`src/rtl/dmem_dual_port_arbiter.sv`:
```
// Memory-stage arbiter for the dual-issue pipeline: serialises two lanes onto a
// single-port data memory (lane 1 first) and handles sub-word placement/extension.
module dmem_dual_port_arbiter (
  input  logic        clk,
  input  logic        rst,
  input  logic        MemReadM1,
  input  logic        MemWriteM1,
  input  logic [2:0]  Funct3M1,
  input  logic [31:0] ALUResultM1,
  input  logic [31:0] WriteDataM1,
  input  logic        MemReadM2,
  input  logic        MemWriteM2,
  input  logic [2:0]  Funct3M2,
  input  logic [31:0] ALUResultM2,
  input  logic [31:0] WriteDataM2,
  output logic [31:0] DMemAddr,
  output logic        DMemWE,
  output logic [3:0]  DMemBE,
  output logic [31:0] DMemWD,
  input  logic [31:0] DMemRD,
  output logic [31:0] ReadDataM1,
  output logic [31:0] ReadDataM2,
  output logic        StallMem,
  output logic        MisalignM1,
  output logic        MisalignM2
);

  typedef enum logic {IDLE, SECOND} state_t;

  state_t      state;
  logic [31:0] hold_q;

  // Size is carried by funct3[1:0]: 00 byte, 01 half, anything else word.
  function automatic logic misaligned(input logic [2:0] f3, input logic [1:0] a);
    case (f3[1:0])
      2'b00:   return 1'b0;
      2'b01:   return a[0];
      default: return a != 2'b00;
    endcase
  endfunction

  function automatic logic [31:0] load_extract(input logic [2:0] f3, input logic [1:0] a,
                                               input logic [31:0] rd);
    logic [7:0]  b;
    logic [15:0] h;
    b = rd[{a, 3'b000} +: 8];
    h = a[1] ? rd[31:16] : rd[15:0];
    case (f3)
      3'b000:  return {{24{b[7]}}, b};
      3'b001:  return {{16{h[15]}}, h};
      3'b100:  return {24'h0, b};
      3'b101:  return {16'h0, h};
      default: return rd;
    endcase
  endfunction

  function automatic logic [3:0] store_be(input logic [2:0] f3, input logic [1:0] a);
    case (f3[1:0])
      2'b00:   return 4'b0001 << a;
      2'b01:   return 4'b0011 << a;
      default: return 4'b1111;
    endcase
  endfunction

  function automatic logic [31:0] store_wd(input logic [2:0] f3, input logic [31:0] wd);
    case (f3[1:0])
      2'b00:   return {4{wd[7:0]}};
      2'b01:   return {2{wd[15:0]}};
      default: return wd;
    endcase
  endfunction

  logic        req1, req2, act1, act2;
  logic        load1, load2, store1, store2;
  logic [31:0] ld_data1, ld_data2;
  logic        drive_lane2, dual;

  assign req1 = MemReadM1 | MemWriteM1;
  assign req2 = MemReadM2 | MemWriteM2;

  assign MisalignM1 = req1 & misaligned(Funct3M1, ALUResultM1[1:0]);
  assign MisalignM2 = req2 & misaligned(Funct3M2, ALUResultM2[1:0]);

  assign act1 = req1 & ~MisalignM1;
  assign act2 = req2 & ~MisalignM2;

  // Read+write together counts as a store, so a load requires write low.
  assign store1 = MemWriteM1 & ~MisalignM1;
  assign store2 = MemWriteM2 & ~MisalignM2;
  assign load1  = MemReadM1 & ~MemWriteM1 & ~MisalignM1;
  assign load2  = MemReadM2 & ~MemWriteM2 & ~MisalignM2;

  assign ld_data1 = load1 ? load_extract(Funct3M1, ALUResultM1[1:0], DMemRD) : 32'h0;
  assign ld_data2 = load2 ? load_extract(Funct3M2, ALUResultM2[1:0], DMemRD) : 32'h0;

  assign dual        = act1 & act2;
  assign drive_lane2 = (state == SECOND) || (!act1 && act2);

  // NOTE: every output gets a default before the branch so no latch is inferred.
  always_comb begin
    DMemAddr   = {ALUResultM1[31:2], 2'b00};
    DMemWE     = store1;
    DMemBE     = 4'b0000;
    DMemWD     = store_wd(Funct3M1, WriteDataM1);
    ReadDataM1 = ld_data1;
    ReadDataM2 = 32'h0;
    StallMem   = (state == IDLE) && dual;
    if (store1) DMemBE = store_be(Funct3M1, ALUResultM1[1:0]);
    if (drive_lane2) begin
      DMemAddr   = {ALUResultM2[31:2], 2'b00};
      DMemWE     = store2;
      DMemBE     = store2 ? store_be(Funct3M2, ALUResultM2[1:0]) : 4'b0000;
      DMemWD     = store_wd(Funct3M2, WriteDataM2);
      ReadDataM2 = ld_data2;
    end
    if (state == SECOND) ReadDataM1 = hold_q;
  end

  // NOTE: sequential state uses non-blocking assignments so all flops update together.
  always_ff @(posedge clk or posedge rst) begin
    if (rst) begin
      state  <= IDLE;
      hold_q <= 32'h0;
    end else begin
      case (state)
        IDLE: begin
          if (dual) begin
            hold_q <= ld_data1;
            state  <= SECOND;
          end
        end
        SECOND:  state <= IDLE;
        default: state <= IDLE;
      endcase
    end
  end

endmodule
```
`config.mk`:
```
export PLATFORM = sky130hd
export DESIGN_NAME = dmem_dual_port_arbiter
export DESIGN_NICKNAME = d
export VERILOG_FILES = /design/src/rtl/dmem_dual_port_arbiter.sv
export SDC_FILE = /design/constraint.sdc
export NUM_CORES = 1
export LEC_CHECK = 0
export BUFFER_PORTS_ARGS = -buffer_cell sky130_fd_sc_hd__buf_2
export CELL_PAD_IN_SITES_DETAIL_PLACEMENT = 1
export CELL_PAD_IN_SITES_GLOBAL_PLACEMENT = 2
export CORE_AREA = 2 2 144 146
export DETAILED_ROUTE_END_ITERATION = 8
export DIE_AREA = 0 0 146 148
export PLACE_DENSITY_LB_ADDON = 0.1
export SYNTH_ARGS = -nofsm -noshare
export SYNTH_HDL_FRONTEND = slang
export SYNTH_SLANG_ARGS = --single-unit
```
`constraint.sdc`:
```
create_clock -name clk -period 3.7 [get_ports clk]
set_input_delay 0.185 -clock clk [delete_from_list [all_inputs] [get_ports clk]]
set_output_delay 0.185 -clock clk [all_outputs]
set_load 0.1 [all_outputs]
```
# Word level (Yosys, flattened, before mapping)
# Index checks and enable logic that the tools add are counted.
word_totals:
  regBits: 33
  input_bits: 172
  output_inout_bits: 136
  elab_cells: 67
op_classes:
  n_eq_ne: 8
  shift: 6
  n_mux: 22
  bitwise_logic: 18
  n_reduce_logical: 11
ops:
  columns: ["operator", "n"]
  rows:
  - ["32-bit case mux with 4 select lines", 2]
  - ["32-bit 2-to-1 mux", 6]
  - ["32-bit case mux with 2 select lines", 2]
  - ["32-bit by 6-bit indexed part select with 8-bit output", 2]
  - ["16-bit 2-to-1 mux", 2]
  - ["4-bit case mux with 2 select lines", 2]
  - ["3-bit equality test, second input constant", 4]
  - ["4-bit 2-to-1 mux", 3]
  - ["1-bit bitwise AND", 11]
  - ["1-bit by 2-bit << shifter with 4-bit output, first input constant", 2]
  - ["2-bit by 2-bit << shifter with 4-bit output, first input constant", 2]
  - ["3-bit by 1-bit equality test with 1-bit output, second input constant", 2]
  - ["3-bit zero test", 2]
  - ["1-bit case mux with 2 select lines", 3]
  - ["1-bit NOT", 5]
  - ["2-bit by 1-bit equality test with 1-bit output, second input constant", 2]
  - ["2-bit zero test", 2]
  - ["2-bit nonzero test", 2]
  - ["1-bit logical AND", 2]
  - ["1-bit 2-to-1 mux", 2]
  - ["1-bit bitwise OR", 2]
  - ["2-bit AND reduction", 1]
  - ["1-bit zero test", 1]
  - ["1-bit logical OR", 1]

# Logic depth before layout (Yosys ltp)
# Gate-level depths: netlist of the first run.
depth:
  depth_word: 9
  ltp_mapped: 8
  depth_no_buf: 5

# Worst setup path after synthesis of the first run
# Ideal clock, no wire load.
synth_path:
  path_kind: "input to output"
  start: "in Funct3M2[1]"
  end: "out DMemBE[0]"
  t_arrival_ps: 4160
  setup_slack_ps: -645
  cell_stages: 7
  n_path_buf: 3
  path_cell_list: "buf_2 o21a_1 a21oi_2 a31oi_2 buf_6 buf_8 o41ai_1"
synth_via:
  elab_chain_len: 8
  word_cells_on_any_way: 12
synth_rtl:
  columns: ["element", "line", "text"]
  rows:
  - ["start: declaration", "13", "input logic [2:0] Funct3M2,"]
  - ["2-bit by 1-bit equality test with 1-bit output or 2-bit zero test (tied branches)", "35, 58", null]
  - ["1-bit case mux with 2 select lines", "35", "case (f3[1:0])"]
  - ["1-bit bitwise AND", "82", "assign MisalignM2 = req2 & misaligned(Funct3M2, ALUResultM2[1:0]);"]
  - ["1-bit NOT", "85, 89", null]
  - ["1-bit bitwise AND", "85", "assign act2 = req2 & ~MisalignM2;"]
  - ["1-bit logical AND", "97", "assign drive_lane2 = (state == SECOND) || (!act1 && act2);"]
  - ["1-bit logical OR", "97", null]
  - ["4-bit 2-to-1 mux *", "109", "if (drive_lane2) begin"]
  - ["end: declaration", "18", "output logic [3:0] DMemBE,"]
# Mark *: on every way between the ends. The rest lies on a longest branch, timed or not.

# Worst setup path after layout of the first run
layout_path:
  start: "in ALUResultM2[1]"
  end: "out ReadDataM2[28]"
layout_via:
  elab_chain_len: 8
  word_cells_on_any_way: 13
layout_rtl:
  columns: ["element", "line", "text"]
  rows:
  - ["start: declaration", "14", "input logic [31:0] ALUResultM2,"]
  - ["branches (longest 7 deep; another with 32-bit by 6-bit indexed part select with 8-bit output)", null, null]
  - ["32-bit 2-to-1 mux *", "109", null]
  - ["end: declaration", "22", "output logic [31:0] ReadDataM2,"]
# Mark *: on every way between the ends.

==> metrics.txt, run 1 <==
Hold-fix buffers, CTS=0; Post-synth EDFFs=0; Clock Sinks=33; number of H-tree levels=2; Final Setup Violations=0; DR pass1 iterations=5; Non-Filler Instances=1126; Root Buffer=clkbuf_16; Worst-path clk slew=0.05 ns; nets@finish=1026; initial antenna violation count=2; largest net degree at the start of global routing=68; drt total wl=23900 microns; Cell variety after synth=61; RSZ-0062 raised after global routing=no; die width=146 microns; placed cells=1117; RR Endpoint=hold_q[28]$_DFFE_PP0P_; Final Max Slew Viols=0; Crit Path Class=primary input to output port; via density per instance=5.036; CP required=3.51 ns; fraction of registers with async set/reset=100.0%; Final Hold Fails=0; clock tree from TritonCTS=built; Initial Util=23.79%; IO Pins=308; mapped cell area=4768 sq um; Critical Path AT=2.52 ns; GPL Wtd Cong=0.8535; row count=52; run status=completed; clk buf depth=2; Rel. slew slack=23.92%; Worst-Margin Slew=1.139 ns; Final Skew=0.009572 ns; total gr overflow=0; die area=21610 sq um; Tot GR Track Use=21.04%; Avg WL per Cell=21.22 microns; post-CTS setup buffers=0; worst-path fanout max=32; reg2reg path depth=6; post-route clock period utilization=73.18%; Critical Path Start Type=primary input; Area Overhead vs Synth=37.73%; clock latency on the worst-skew pair=0.28 ns; CORE AREA=20040 sq um; Post-DRT Antenna Nets=0; TNS Setup=0 ns; Worst Setup End Kind=output port; layout cell share with drive strength beyond 1=48.01%; FF+latch count, synth=33; Leak=3.405 nW; max-cap violations=0; peak supply drop=186.9 uV; Die Y=148 microns; most used flip-flop cell after synthesis=dfrtp_1; Ys Warns=0; Via Count=5671; Port-buffer cells=305; sequential fraction of the synthesis area=17.32%; Remaining DRCs=0; global-route wire length before repair=35740 microns; Gate Count Post-Synth=592; vias in the first global route=5935; Hold WC Path Type=primary input to asynchronous set/reset pin; Fmax=0.3693 GHz; clock buffer count from CTS=5; worst r2r src=state$_DFF_PP0_; min cycle time layout=2.708 ns; hpwl dp=19430 microns; Avg Synthesized Cell Area=8.055 sq um; flop2flop setup slack=1.52 ns; PostCTS Resize Cnt=0; Power Dens Cells=374.7 nW/um^2; DRC violation total after the first TritonRoute iteration=163
synthesized netlist by cell type, types with 18 or more instances:
cell type  count  area [sq um]
mux2i_1       74         740.7
a21oi_1       40         200.2
o22ai_1       23         143.9
nor2_1        33         123.9
mux2_2        66         743.2
a221oi_1      19         166.4
buf_2         18         90.09
inv_1         27         101.4
o21ai_0       47         235.2
dfrtp_1       33         825.8
nand2_1       54         202.7
clkbuf_1      25         93.84
cell families after synthesis:
logic type      synth area share [%]
compound gates                 26.61
xor+xnor                      0.5511
buf+inv                        9.131
flops                          17.32
mux                            34.11
other cells                  0.07864
simple gates                   12.20
power by group:
group | internal, mW | total (mW) | leakage, nW | switching, mW
clock | 0.264 | 0.406 | 0.0700 | 0.143
sequential | 0.393 | 0.408 | 0.453 | 0.0152
combinational | 0.356 | 1.65 | 2.88 | 1.29
total | 1.01 | 2.46 | 3.40 | 1.45
sequential cells by signal, indices dropped and copies added (netlist names):
signal  count
hold_q     32
state       1
cell usage in the layout (no fill, tap or decap), types with 7 or more instances in the layout:
cell type and instances:
inv_1 27, a211o_1 7, o21ai_0 47, a221o_1 8, mux2_2 66, dfrtp_1 33
buf_2 305, a221oi_1 19, nand2b_1 9, o2bb2ai_1 7, mux2_1 10, mux2i_1 74
nand3_1 9, nor2_1 33, a211oi_1 7, a21oi_1 40, buf_4 9, nand2_1 54
o22ai_1 23
how the worst max path moves through the flow:
| stage | start | end | cells past startpoint |
|---|---|---|---|
| after global routing | ALUResultM2[1] | ReadDataM2[18] | 6 |
| after global placement | ALUResultM1[1] | DMemWD[22] | 7 |
| after floorplan | ALUResultM2[0] | ReadDataM2[10] | 4 |
| after detailed placement | ALUResultM2[1] | ReadDataM2[24] | 6 |
| after CTS | ALUResultM2[1] | ReadDataM2[24] | 6 |
| final | ALUResultM2[1] | ReadDataM2[28] | 6 |
routing by layer:
metal	wire, microns	vias to the layer above	GRT usage [%]
li1	-	2710	-
met1	10580	2772	28.06
met2	11550	170	35.31
met3	1442	19	4.660
met4	324	0	3.786
met5	0	-	0
stage by stage:
step | hold slack [ns] | area [sq um] | power, mW | worst slack [ns] | utilization, %
finish | 0.01575 | 6568 | 2.461 | 0.9922 | 32.77
global route | 0.05441 | 6563 | 2.564 | 0.7454 | 32.75
CTS | 0.02609 | 6563 | 2.482 | 0.9600 | 32.75
detailed placement | 0.3219 | 6420 | 2.064 | 0.9611 | 32.04
global placement | 0.3117 | 6420 | 2.053 | 1.017 | 32.04
floorplan | 0.3139 | 4780 | 1.737 | 0.05243 | -
cell type report:
| cell class | instances | area (sq um) |
|---|---|---|
| Multi-Input combinational cell | 470 | 3531 |
| Clock buffer | 7 | 142.6 |
| Sequential cell | 33 | 825.8 |
| Fill cell | 2579 | 13470 |
| Antenna cell | 2 | 5.005 |
| Timing Repair Buffer | 315 | 1614 |
| Inverter | 29 | 111.4 |
| Tap cell | 270 | 337.8 |
worst max-delay path, cell delays in order:
cell      delay [ns]
buf_2           0.44
mux2i_1         0.37
nor4_1          0.11
o311ai_2        0.95
a21oi_1         0.10
buf_2           0.35
No activity file was read; power rests on OpenSTA's default activity.
==> run 2: changes to the inputs <==
CORE_AREA = 2 2 151 153   (was 2 2 144 146)
DIE_AREA = 0 0 153 155   (was 0 0 146 148)
clock period = 2.7 ns   (was 3.7 ns; I/O delays follow)
==> run 2 against run 1 <==
Combinational power grew 59%. Worst setup slack lost 0.67 ns. Count of clock-buffer cells in the layout shrank 2. First-iteration DRC count grew 19%. Final cell count grew 2.9%. Sequential cell count is the same. Global-route usage is essentially flat. Wire length grew 7.8%. Power grew 53%. Register-to-register slack lost 0.78 ns. Via count grew 2.4%. Critical endpoint is now StallMem. Largest cell class unchanged. Largest power group unchanged. Highest routed layer is now met5.
==> metrics.txt, run 2 (synthesis results as in run 1) <==
Avg WL per Cell=22.23 microns; Area Overhead vs Synth=67.78%; flop2flop setup slack=0.74 ns; Net Sw Frac=55.81%; Post-DRT Antenna Nets=0; IO Pins=308; DRC violation total after the first TritonRoute iteration=194; run status=completed; min cycle time layout=2.380 ns; most common cell after layout, fill and taps aside=buf_2; via density per instance=5.012; largest net degree at the start of global routing=46; internal power consumption=1.659 mW; biggest regs=hold_q (32), state (1); Worst-Margin Slew=0.9147 ns; Die Y=155 microns; Clock Sinks=33; Critical Path AT=2.24 ns; NetSw=2.095 mW; peak supply drop=268.7 uV; Most flops, register=hold_q; Final Max Slew Viols=0; Buf+Inv Stages, Crit Path=3; CP Cell Sequence=o21ba_2 -> o21ai_2 -> buf_4 -> or2_1 -> inv_4 -> buf_2; Hold WC Path Type=primary input to flop; post-route clock period utilization=88.13%; most frequent cells in the layout=buf_2, buf_12, mux2_2; cell family with most CP delay=buffers and inverters; power share of the sequential group=14.9%; Critical Path Start Type=flop; hpwl dp=21070 microns; CP max stage cell=buf_2; hold_sp=DMemRD[7]; Worst Setup End Kind=output port; Logic pwr share=70.1%; Final Skew=0.002745 ns; initial antenna violation count=7; Final Setup Violations=0; Final Hold Fails=0; row count=55; worst-path fanout max=17; placed cells=1145; clk buf depth=2; CORE AREA=22230 sq um; Port-buffer cells=305; Rel. slew slack=38.80%; die area=23720 sq um; number of H-tree levels=2; Leak=3.692 nW; overall power=3.755 mW; max-cap violations=0; Clk pwr share=15.0%; hold depth=3; hold endpoint=hold_q[7]$_DFFE_PP0P_; GPL Wtd Cong=0.8382; global-route wire length before repair=38730 microns; Slowest Stage Delay on Critical Path=0.48 ns; total gr overflow=0; Initial Util=21.45%; FF/Latch Area=825.8 sq um; Power Dens Cells=469.3 nW/um^2; clock buffer count from CTS=5; die width=153 microns; Multi-input gate area=3676 sq um; nets@finish=1040; Filler Cell Count=2652; Via Count=5809; drt total wl=25760 microns; Root Buffer=clkbuf_16; clock latency on the worst-skew pair=0.28 ns; Fmax=0.4203 GHz; clock tree from TritonCTS=built; Tot GR Track Use=21.03%; vias in the first global route=6411; max reg flops=32; RSZ-0062 raised after global routing=no; Non-Filler Instances=1159; Crit Path Class=flop to output port; DR pass1 iterations=4; reg2reg path depth=6; Remaining DRCs=0; Worst-path clk slew=0.06 ns; RR Endpoint=hold_q[27]$_DFFE_PP0P_; CP required=2.57 ns; layout cell share with drive strength beyond 1=52.82%; worst r2r src=state$_DFF_PP0_
[run 2: cell count changes in the layout (fill, tap and decap cells not counted), moves of 3 or more]
cell | previous run | this run
a211oi_1 | 7 | 0
buf_4 | 9 | 21
buf_12 | 1 | 78
mux2i_1 | 74 | 50
diode_2 | 2 | 5
o21ai_1 | 0 | 15
o21ai_0 | 47 | 32
mux2i_2 | 0 | 24
buf_2 | 305 | 229
a211oi_2 | 0 | 7
[run 2: power by group through the flow]
stage | combinational [mW] | clock (mW) | sequential (mW)
after global routing | 2.74 | 0.594 | 0.566
after floorplan | 1.88 | 0 | 0.560
after detailed placement | 2.65 | 0 | 0.568
after global placement | 2.62 | 0 | 0.565
after CTS | 2.65 | 0.575 | 0.560
final | 2.63 | 0.561 | 0.560
[run 2: final cells by class]
type	count	area share (%)
antenna	5	0.1564
tap	285	4.457
inverter	29	1.392
clock inverter	3	0.2190
multi-input combinational	470	45.95
sequential	33	10.32
clock buffer	5	1.564
timing repair buffer	329	35.94
[run 2: layer usage]
layer  wire length [microns]  global-route usage [%]  up-vias
met4                     522                   5.776        2
met2                   13660                   39.63      216
met3                    1919                   5.404       29
met1                    9645                   23.38     2820
li1                        -                       -     2742
met5                      12                       0        -
[run 2: repair_timing]
item / 4_1_cts / 5_1_grt
hold endpoints to repair: 33 / 0
hold buffers: 1 / 0
setup buffers: 0 / 0
resized for setup: 0 / 0
setup endpoints to repair: 0 / 0
[run 2: worst max path at each step]
stage	startpoint	end	slack [ns]	depth (start not counted)
floorplan	ALUResultM2[0]	ReadDataM2[10]	-0.85	4
global placement	Funct3M1[1]	ReadDataM1[14]	0.48	8
detailed placement	Funct3M1[0]	DMemWD[14]	0.44	6
CTS	state$_DFF_PP0_	StallMem	0.29	6
global route	state$_DFF_PP0_	StallMem	0.18	6
finish	state$_DFF_PP0_	StallMem	0.32	6
[run 2: through the flow]
stage          utilization, %  hold slack, ns  setup WS, ns  setup TNS, ns  instance area [sq um]
2_1_floorplan               -          0.2639       -0.8476         -6.177                   4925
3_3_place_gp            35.25          0.2668        0.4838              0                   7835
3_5_place_dp            35.25          0.2707        0.4377              0                   7835
4_1_cts                 35.94          0.3143        0.2888              0                   7988
5_1_grt                 35.97          0.3540        0.1837              0                   7995
6_report                35.99          0.3144        0.3205              0                   8000
[run 2: worst register-to-register path, cell delays in order (launching register included)]
cell	delay [ns]
dfrtp_1	0.43
o21ba_2	0.26
o21ai_2	0.09
buf_4	0.21
or2_1	0.26
inv_4	0.22
mux2_2	0.38
==> run 3: changes to the inputs <==
CORE_AREA = 2 2 108 214   (was 2 2 151 153)
DIE_AREA = 0 0 110 216   (was 0 0 153 155)
==> run 3 against run 2 <==
Combinational power about the same. Hold slack improved by 0.034 ns. Critical path depth unchanged. Worst setup slack got worse by 0.10 ns. Critical path type unchanged. Critical endpoint unchanged.
==> metrics.txt, run 3 (synthesis results as in run 1) <==
run status=completed; max-cap violations=0; hold_sp=DMemRD[7]; Initial Util=21.61%; peak supply drop=323.5 uV; RSZ-0062 raised after global routing=no; worst-path fanout max=17; Tot GR Track Use=21.10%; DR pass1 iterations=4; post-route clock period utilization=91.90%; max reg flops=32; Final Setup Violations=0; Worst-path clk slew=0.06 ns; nets@finish=1042; Setup WS post-layout=0.2187 ns; clock tree from TritonCTS=built; hold endpoint=hold_q[7]$_DFFE_PP0P_; post-CTS setup buffers=0; Area Overhead vs Synth=68.91%; Remaining DRCs=0; hold depth=3; GPL Wtd Cong=0.8657; Port-buffer cells=305; CP required=2.57 ns; number of H-tree levels=2; DRC violation total after the first TritonRoute iteration=186; Avg WL per Cell=22.34 microns; biggest regs=hold_q (32), state (1); Non-Filler Instances=1146; global-route wire length before repair=37780 microns; Critical Path AT=2.35 ns; overall power=3.848 mW; Hold WC Path Type=primary input to flop; Final Core Density=36.51%; Most flops, register=hold_q; Leak=3.723 nW; Final Hold Fails=0; Crit Path Class=flop to output port; die area=23760 sq um; min cycle time layout=2.481 ns; clock buffer count from CTS=5; Final Max Slew Viols=0; RR Endpoint=hold_q[25]$_DFFE_PP0P_; Final Skew=0.004082 ns; Fmax=0.4030 GHz; placed cells=1138; Critical Path Start Type=flop; hpwl dp=21330 microns; largest net degree at the start of global routing=46; Rel. slew slack=27.00%; most common cell after layout, fill and taps aside=buf_2; die width=110 microns; Via Count=5832; Clock Sinks=33; initial antenna violation count=3; Power Dens Cells=477.8 nW/um^2; flop2flop setup slack=0.63 ns; Post-DRT Antenna Nets=0; most frequent cells in the layout=buf_2, buf_12, mux2_2; Worst-Margin Slew=1.093 ns; worst r2r src=state$_DFF_PP0_; Setup WS pre-CTS=0.2591 ns; via density per instance=5.089; vias in the first global route=6448; clk buf depth=2; Root Buffer=clkbuf_16; Die Y=216 microns; layout cell share with drive strength beyond 1=52.99%; total gr overflow=0; Antenna diodes=0; row count=77; CORE AREA=22060 sq um; reg2reg path depth=6; drt total wl=25600 microns; clock latency on the worst-skew pair=0.29 ns; IO Pins=308; Worst Setup End Kind=output port
[run 3: cell types whose count changed in the layout (fill, tap and decap cells not counted), sizes merged]
cell	delta
clkinv	-1
diode	-5
clkinvlp	-1
bufinv	+1
buf	+2
[run 3: worst max-delay path, stage by stage (launching register included)]
cell and delay, ns:
dfrtp_1 0.45, o21ba_2 0.27, o21ai_2 0.12, buf_4 0.22
or2_1 0.26, inv_4 0.23, buf_2 0.48
[run 3: per-layer routing]
metal,global-route usage [%],up-vias,wire (microns)
li1,-,2738,-
met1,20.16,2827,8462
met2,42.82,224,14950
met3,4.108,37,1494
met4,6.160,6,660
met5,0,-,32
[run 3: power breakdown]
group	internal [mW]	switching, mW	total, mW
combinational	0.787	1.85	2.64
sequential	0.538	0.0230	0.561
clock	0.428	0.223	0.651
total	1.75	2.09	3.85
[run 3: cell type report]
class	instances	area, sq um
well taps	276	345.3
clock buffers	5	125.1
multi-input cells	470	3679
flip-flops and latches	33	825.8
inverters	29	111.4
repair buffers	331	2933
clock inverters	2	35.03
fillers	2619	14010
[run 3: worst max-delay path by stage]
| stage | from | endpoint | slack, ns | depth (start not counted) |
|---|---|---|---|---|
| finish | state$_DFF_PP0_ | StallMem | 0.22 | 6 |
| CTS | state$_DFF_PP0_ | ReadDataM2[13] | 0.02 | 6 |
| global placement | Funct3M1[0] | ReadDataM2[13] | 0.27 | 7 |
| floorplan | ALUResultM2[0] | ReadDataM2[10] | -0.85 | 4 |
| detailed placement | Funct3M1[0] | ReadDataM2[13] | 0.26 | 7 |
| global route | state$_DFF_PP0_ | StallMem | 0.16 | 6 |
[run 3: repair_timing]
item                                    CTS  global route
resized for setup                         0             1
hold buffers                              1             0
endpoints found under the setup margin    0             3
endpoints found under the hold margin    33             0
[run 3: through the flow]
stage          TNS, ns  hold WS, ns  cell area, sq um
6_report             0       0.3485              8054
5_1_grt              0       0.3823              8054
4_1_cts              0       0.3545              8051
3_5_place_dp         0       0.2788              7881
3_3_place_gp         0       0.2771              7881
2_1_floorplan   -6.177       0.2639              4925
